===== src/rtl/serial_pattern_gen.sv =====
// Serial pattern transmitter: sends a latched WIDTH-bit pattern MSB-first, one bit
// per clock, repeated a latched number of times with GAP idle cycles in between.
module serial_pattern_gen #(
    parameter int WIDTH = 4,
    parameter int CNTW  = 4,
    parameter int GAP   = 1
) (
    input  logic             clk,
    input  logic             reset,
    input  logic             start,
    input  logic [WIDTH-1:0] pattern,
    input  logic [CNTW-1:0]  repeat_count,
    output logic             outp,
    output logic             valid,
    output logic             busy,
    output logic             done
);

    localparam int IW = (WIDTH > 1) ? $clog2(WIDTH) : 1;
    localparam int GW = (GAP > 0) ? $clog2(GAP + 1) : 1;
    localparam logic [IW-1:0]   IDX_TOP  = IW'(WIDTH - 1);
    localparam logic [GW-1:0]   GAP_LOAD = GW'(GAP);
    localparam logic [CNTW-1:0] ONE_REP  = CNTW'(1);

    typedef enum logic [1:0] {S_IDLE, S_SEND, S_GAP, S_DONE} state_t;

    state_t          state_reg;
    logic [WIDTH-1:0] pat_reg;
    logic [IW-1:0]   idx_reg;
    logic [CNTW-1:0] reps_reg;
    logic [GW-1:0]   gap_reg;
    logic            outp_reg;
    logic            valid_reg;
    logic            busy_reg;
    logic            done_reg;

    // Outputs are computed for the state being entered, so every output is registered.
    always_ff @(posedge clk) begin
        if (reset) begin
            state_reg <= S_IDLE;
            pat_reg   <= '0;
            idx_reg   <= '0;
            reps_reg  <= '0;
            gap_reg   <= '0;
            outp_reg  <= 1'b0;
            valid_reg <= 1'b0;
            busy_reg  <= 1'b0;
            done_reg  <= 1'b0;
        end else begin
            case (state_reg)
                S_IDLE: begin
                    outp_reg  <= 1'b0;
                    valid_reg <= 1'b0;
                    busy_reg  <= 1'b0;
                    done_reg  <= 1'b0;
                    if (start) begin
                        pat_reg   <= pattern;
                        reps_reg  <= (repeat_count == '0) ? ONE_REP : repeat_count;
                        idx_reg   <= IDX_TOP;
                        outp_reg  <= pattern[WIDTH-1];
                        valid_reg <= 1'b1;
                        busy_reg  <= 1'b1;
                        state_reg <= S_SEND;
                    end
                end
                S_SEND: begin
                    if (idx_reg == '0) begin
                        if (reps_reg > ONE_REP) begin
                            reps_reg <= reps_reg - 1'b1;
                            if (GAP > 0) begin
                                state_reg <= S_GAP;
                                gap_reg   <= GAP_LOAD;
                                outp_reg  <= 1'b0;
                                valid_reg <= 1'b0;
                            end else begin
                                // Back-to-back repetition: no idle bubble.
                                idx_reg  <= IDX_TOP;
                                outp_reg <= pat_reg[WIDTH-1];
                            end
                        end else begin
                            state_reg <= S_DONE;
                            outp_reg  <= 1'b0;
                            valid_reg <= 1'b0;
                            done_reg  <= 1'b1;
                        end
                    end else begin
                        idx_reg  <= idx_reg - 1'b1;
                        outp_reg <= pat_reg[idx_reg - 1'b1];
                    end
                end
                S_GAP: begin
                    if (gap_reg <= GW'(1)) begin
                        state_reg <= S_SEND;
                        idx_reg   <= IDX_TOP;
                        outp_reg  <= pat_reg[WIDTH-1];
                        valid_reg <= 1'b1;
                    end else begin
                        gap_reg <= gap_reg - 1'b1;
                    end
                end
                S_DONE: begin
                    state_reg <= S_IDLE;
                    done_reg  <= 1'b0;
                    busy_reg  <= 1'b0;
                end
                default: begin
                    state_reg <= S_IDLE;
                end
            endcase
        end
    end

    assign outp  = outp_reg;
    assign valid = valid_reg;
    assign busy  = busy_reg;
    assign done  = done_reg;

endmodule


===== config.mk =====
export PLATFORM = sky130hd
export DESIGN_NAME = serial_pattern_gen
export DESIGN_NICKNAME = d
export VERILOG_FILES = /design/src/rtl/serial_pattern_gen.sv
export SDC_FILE = /design/constraint.sdc
export NUM_CORES = 1
export LEC_CHECK = 0
export BUFFER_PORTS_ARGS = -buffer_cell sky130_fd_sc_hd__buf_2
export CORE_MARGIN = 3
export CORE_UTILIZATION = 54
export DETAILED_ROUTE_END_ITERATION = 7
export MAX_ROUTING_LAYER = met4
export PLACE_DENSITY = 0.77
export SYNTH_ARGS = -nofsm -noshare
export SYNTH_HDL_FRONTEND = slang
export SYNTH_SLANG_ARGS = --single-unit

===== constraint.sdc =====
create_clock -name clk -period 2.3 [get_ports clk]
set_input_delay 0.345 -clock clk [delete_from_list [all_inputs] [get_ports clk]]
set_output_delay 0.345 -clock clk [all_outputs]
set_load 0.02 [all_outputs]

==> results.ini, run 1 <==
[worst_setup_path]
crit_fanout = 8
crit_type = flip-flop to flip-flop
path_buf_inv = 1
critPathRequiredTime_ns = 2.55
cp_slowest_cell = or4_1
cp.arrival_ns = 2.35
cp-start-kind = flip-flop
critPathMaxStageDelay_ns = 0.47
critical_path.cell_chain = inv_1, ha_1, nor2b_4, or3_4, or4_1, a31oi_1
worst_setup_path_end_kind = flip-flop
critPathTopFamily = simple AND/OR/NAND/NOR gates

[flow_run]
drv_cap = 0

[layout]
final_area_um2 = 1040
filler_cell_count = 134
drive_gt1_share_pct = 18.1
fin_nets = 147
syn_to_final_growth_pct = 11.5
final-seq-area_um2 = 320
multi_input_area_um2 = 562
final_util_pct = 66.9
diodes = 0

[synth]
synth_area_um2 = 935
synthArstFlopShare_pct = 0
synth_edf_count = 0
yosysSeqAreaShare_pct = 34.3
synth_top_area_share_pct = 34.3
ys_warn_count = 0
synth-seq-cells = 16
synth_area_leader_cell = dfxtp_1
synth_nets = 132
syn_inst = 113
ys_top_cells_by_area = dfxtp_1 34%, ha_1 11%, a21oi_1 5.4%
avgSynthCellArea_um2 = 8.27
synthDistinctLibCells = 33
ys.flop_type = dfxtp_1

[route]
num_vias = 866
drt_wl_total_mm = 2.01
final_antenna_net_count = 0
drt-initial-drc-count = 16
wire_per_inst_um = 14.0
drcViolationCount = 0
drtPass1Iterations = 4
routed_via_density = 6.06

[clocking]
h-tree-depth = 1
cts_sinks = 16
clock_latency_ns = 0.31
clockBufferDepth = 2
clockRootBuffer = clkbuf_4
postCtsSetupRepairBufs = 0
path_clk_slew_ns = 0.11
cts_tree = built
hold_buffers = 0
cts_resized = 0
cts_buffers = 3

[power]
powerDensity_nw_per_um2 = 1350
p_leak_uw = 0.000442
power_uw = 1410
ir_worst_vdd_mv = 0.843

[timing]
worst_pin_slew_ns = 0.486
period_needed_ns = 2.11
final-setup-viol-count = 0
slew_viol_final = 0
fin_crit_sh_pct = 91.6
fin_skew_ns = 0.0231
finalSetupTns_ns = 0
fmaxAchievable_mhz = 475
rsz0062_at_grt = no
relSlewSlack_pct = 67.3
finalHoldViolations = 0

[die]
io_pins = 15
fp-row-count = 14
die_w_um = 47.6
core_region_area_um2 = 1560
start_util_pct = 60.0
dieArea_um2 = 2270
die_h_um = 47.6

[grt]
grt_pass1_wl_mm = 3.34
first_global_vias = 779
gr-total-overflow = 0
antenna_found_initial = 0
grt.total_usage_pct = 22.1
grt_start_max_net_pins = 17

[place]
finalWeightedCongestion = 0.840
post_dp_cell_area_um2 = 1010
io_buffers = 14
dp_hpwl_mm = 1.52

[worst_hold_path]
hp-class = primary input to flip-flop

[run_status]
status = completed

[where the power goes]
part	switching, uW	total (uW)	internal [uW]
logic	440	765	325
clock network	95.8	192	96.6
registers	80.7	449	369
[layout by cell type, fill, tap and decap left out, drive strengths merged, types with 2 or more instances in the layout]
master  instances
nand2b          3
nor3            7
a211oi          4
nand3           7
nand2           9
o21ai           4
ha              8
nor2b           4
inv             7
clkbuf          4
nor2           12
dfxtp          16
buf            15
a21oi          10
or3             2
[cell families (layout without fill, tap and decap cells)]
group           count (synthesis)  after routing  share of synthesized area (%)
compound gates                 27             27                           18.7
buf+inv                        12             26                           5.62
mux                             2              2                           3.48
flops                          16             16                           34.3
simple gates                   48             48                           27.2
fa+ha+maj                       8              8                           10.7
[per-stage QoR]
stage                     setup WS [ns]  hold slack [ns]  cells
after global placement            0.307            0.444    139
final                             0.193            0.310    143
after floorplan                   0.378            0.433    113
after CTS                         0.219            0.300    143
after detailed placement          0.248            0.454    139
after global routing             0.0908            0.313    143
[cell type report]
| cell class | count | share of cell area [%] |
|---|---|---|
| clock buffers | 4 | 3.48 |
| inverters | 7 | 2.52 |
| multi-input cells | 85 | 53.9 |
| flip-flops and latches | 16 | 30.7 |
| well taps | 16 | 1.92 |
| repair buffers | 15 | 7.44 |
[final timing paths]
check	start	slack [ns]	to	cells after the start
setup / recovery	state_reg[0]$_SDFFE_PP0P_	0.19	reps_reg[0]$_SDFFE_PP0P_	6
hold / removal	pattern[2]	0.31	pat_reg[2]$_SDFFE_PP0P_	3
setup reg to reg	state_reg[0]$_SDFFE_PP0P_	0.19	reps_reg[0]$_SDFFE_PP0P_	6
hold reg to reg	pat_reg[2]$_SDFFE_PP0P_	0.46	pat_reg[2]$_SDFFE_PP0P_	2
[synthesized netlist by cell type, drive strengths merged, types with 2 or more instances]
cell type and count:
nand2b 3, nand2 9, clkbuf 4, nor2 12, o21ai 4, or3 2, dfxtp 16, nor3 7
a21oi 10, ha 8, inv 7, nand3 7, a211oi 4, nor2b 4
[per-layer routing]
layer	GRT usage, %	wire length (um)	vias to the layer above
met5	-	0	-
met4	9.14	40	0
met3	7.14	118	7
met2	33.7	955	29
met1	26.7	893	397
li1	-	-	433
[worst reg2reg max path, cell delays in order, from the launching register on]
cell	delay, ns
dfxtp_1	0.43
inv_1	0.11
ha_1	0.30
nor2b_4	0.18
or3_4	0.41
or4_1	0.47
a31oi_1	0.16
No activity file was read; power rests on OpenSTA's default activity.
==> run 2: changes to the inputs <==
--- a/config.mk
+++ b/config.mk
@@ -5,7 +5,7 @@
 export SDC_FILE = /design/constraint.sdc
 export NUM_CORES = 1
 export LEC_CHECK = 0
-export BUFFER_PORTS_ARGS = -buffer_cell sky130_fd_sc_hd__buf_2
+export BUFFER_PORTS_ARGS = -buffer_cell sky130_fd_sc_hd__buf_4
 export CORE_MARGIN = 3
 export CORE_UTILIZATION = 54
 export DETAILED_ROUTE_END_ITERATION = 7
==> constraint.sdc (replaced) <==
create_clock -name clk -period 2.3 [get_ports clk]
set_input_delay 0.115 -clock clk [delete_from_list [all_inputs] [get_ports clk]]
set_output_delay 0.115 -clock clk [all_outputs]
set_load 0.02 [all_outputs]
==> results.ini, run 2 (synthesis gave the netlist of run 1 again) <==
[timing]
holdWs_ns = 0.0817
finalHoldViolations = 0
rsz0062_at_grt = no
fin_skew_ns = 0.0103
final-setup-viol-count = 0
postLayoutSetupSlackWorst_ns = 0.228
slew_viol_final = 0
worst_pin_slew_ns = 0.498
fin_crit_sh_pct = 90.1
fmaxAchievable_mhz = 483
relSlewSlack_pct = 66.5
finalSetupTns_ns = 0
period_needed_ns = 2.07

[layout]
final_cell_mix = 16 x dfxtp_1, 15 x buf_4, 12 x nor2_1
final-instance-count-excl-fill = 143
multi_input_area_um2 = 562
drive_gt1_share_pct = 18.1
syn_to_final_growth_pct = 15.3
fin_nets = 147
diodes = 0
final-seq-area_um2 = 320
final_util_pct = 69.1
filler_cell_count = 114
final_common_cell = dfxtp_1

[clocking]
cts_sinks = 16
cts_buffers = 3
clock_latency_ns = 0.30
clockBufferDepth = 2
hold_buffers = 0
postCtsSetupRepairBufs = 0
path_clk_slew_ns = 0.10
cts_tree = built
cts_resized = 0
clockRootBuffer = clkbuf_4
h-tree-depth = 1

[grt]
grt_start_max_net_pins = 17
grt_pass1_wl_mm = 3.31
grt.total_usage_pct = 21.4
gr-total-overflow = 0
antenna_found_initial = 0
first_global_vias = 769

[worst_setup_path]
r2r_start = state_reg[0]$_SDFFE_PP0P_
worst_setup_path_end_kind = flip-flop
crit_fanout = 8
r2r_slack_ns = 0.23
reg2reg_depth = 6
cp-start-kind = flip-flop
startpoint = state_reg[0]$_SDFFE_PP0P_
regToRegEndpoint = reps_reg[0]$_SDFFE_PP0P_
critPathRequiredTime_ns = 2.53
cp.arrival_ns = 2.31
cp-endpoint = reps_reg[0]$_SDFFE_PP0P_
crit_type = flip-flop to flip-flop

[place]
place_inst = 139
place_ws_ns = 0.242
io_buffers = 14
dp_hpwl_mm = 1.51
finalWeightedCongestion = 0.887

[power]
pwr-share-seq_pct = 31.8
p_int_uw = 804
powerDensity_nw_per_um2 = 1310
p_clk_share_pct = 13.5
switching_share_pct = 43.0
p_leak_uw = 0.000452
p_comb_share_pct = 54.8
netSwitchingPower_uw = 607
ir_worst_vdd_mv = 0.718

[die]
start_util_pct = 60.0
core_region_area_um2 = 1560
io_pins = 15
die_h_um = 47.6
fp-row-count = 14
die_w_um = 47.6
dieArea_um2 = 2270

[route]
drcViolationCount = 0
num_vias = 870
drtPass1Iterations = 4
wire_per_inst_um = 13.6
routed_via_density = 6.08
drt-initial-drc-count = 22
drt_wl_total_mm = 1.95
final_antenna_net_count = 0

[flow_run]
drv_cap = 0

[worst_hold_path]
hp-class = primary input to flip-flop

[run_status]
status = completed

## run 2: cell counts in the layout (fill, tap and decap cells not counted)
Identical to the previous run, type by type.
## run 2: worst min-delay path by stage
stage / slack [ns] / depth (start not counted) / to / from
finish: 0.08 / 3 / pat_reg[2]$_SDFFE_PP0P_ / pattern[2]
global route: 0.09 / 3 / pat_reg[2]$_SDFFE_PP0P_ / pattern[2]
CTS: 0.08 / 3 / pat_reg[2]$_SDFFE_PP0P_ / pattern[2]
detailed placement: 0.39 / 3 / pat_reg[2]$_SDFFE_PP0P_ / pattern[2]
global placement: 0.39 / 3 / pat_reg[2]$_SDFFE_PP0P_ / pattern[2]
floorplan: 0.26 / 2 / pat_reg[0]$_SDFFE_PP0P_ / pattern[0]
## run 2: per-stage QoR
step / area, um^2 / power [uW]
2_1_floorplan: 935 / 1040
3_3_place_gp: 1040 / 1210
3_5_place_dp: 1040 / 1220
4_1_cts: 1080 / 1410
5_1_grt: 1080 / 1530
6_report: 1080 / 1410
## run 2: cell type report
type                       count  share of cell area, %
sequential                    16                   29.7
inverter                       7                   2.44
timing repair buffer          15                   10.5
tap                           16                   1.86
multi-input combinational     85                   52.1
clock buffer                   4                   3.37
## run 2: metal layers
| metal | global-route usage [%] | vias to the layer above | share of wire (%) |
|---|---|---|---|
| met4 | 6.99 | 0 | 0.62 |
| met2 | 32.4 | 33 | 49 |
| met1 | 27.2 | 400 | 44 |
| met5 | - | - | 0 |
| li1 | - | 434 | - |
| met3 | 6.77 | 3 | 6.7 |
## run 2: power groups by stage
stage | sequential [uW] | clock [uW] | combinational, uW
5_1_grt | 464 | 202 | 867
2_1_floorplan | 458 | 0 | 578
3_5_place_dp | 454 | 0 | 768
4_1_cts | 446 | 193 | 773
3_3_place_gp | 448 | 0 | 757
6_report | 448 | 190 | 773
## run 2: critical path, stage by stage, from the launching register on
cell	delay, ns
dfxtp_1	0.39
inv_1	0.10
ha_1	0.30
nor2b_4	0.17
or3_4	0.41
or4_1	0.47
a31oi_1	0.16
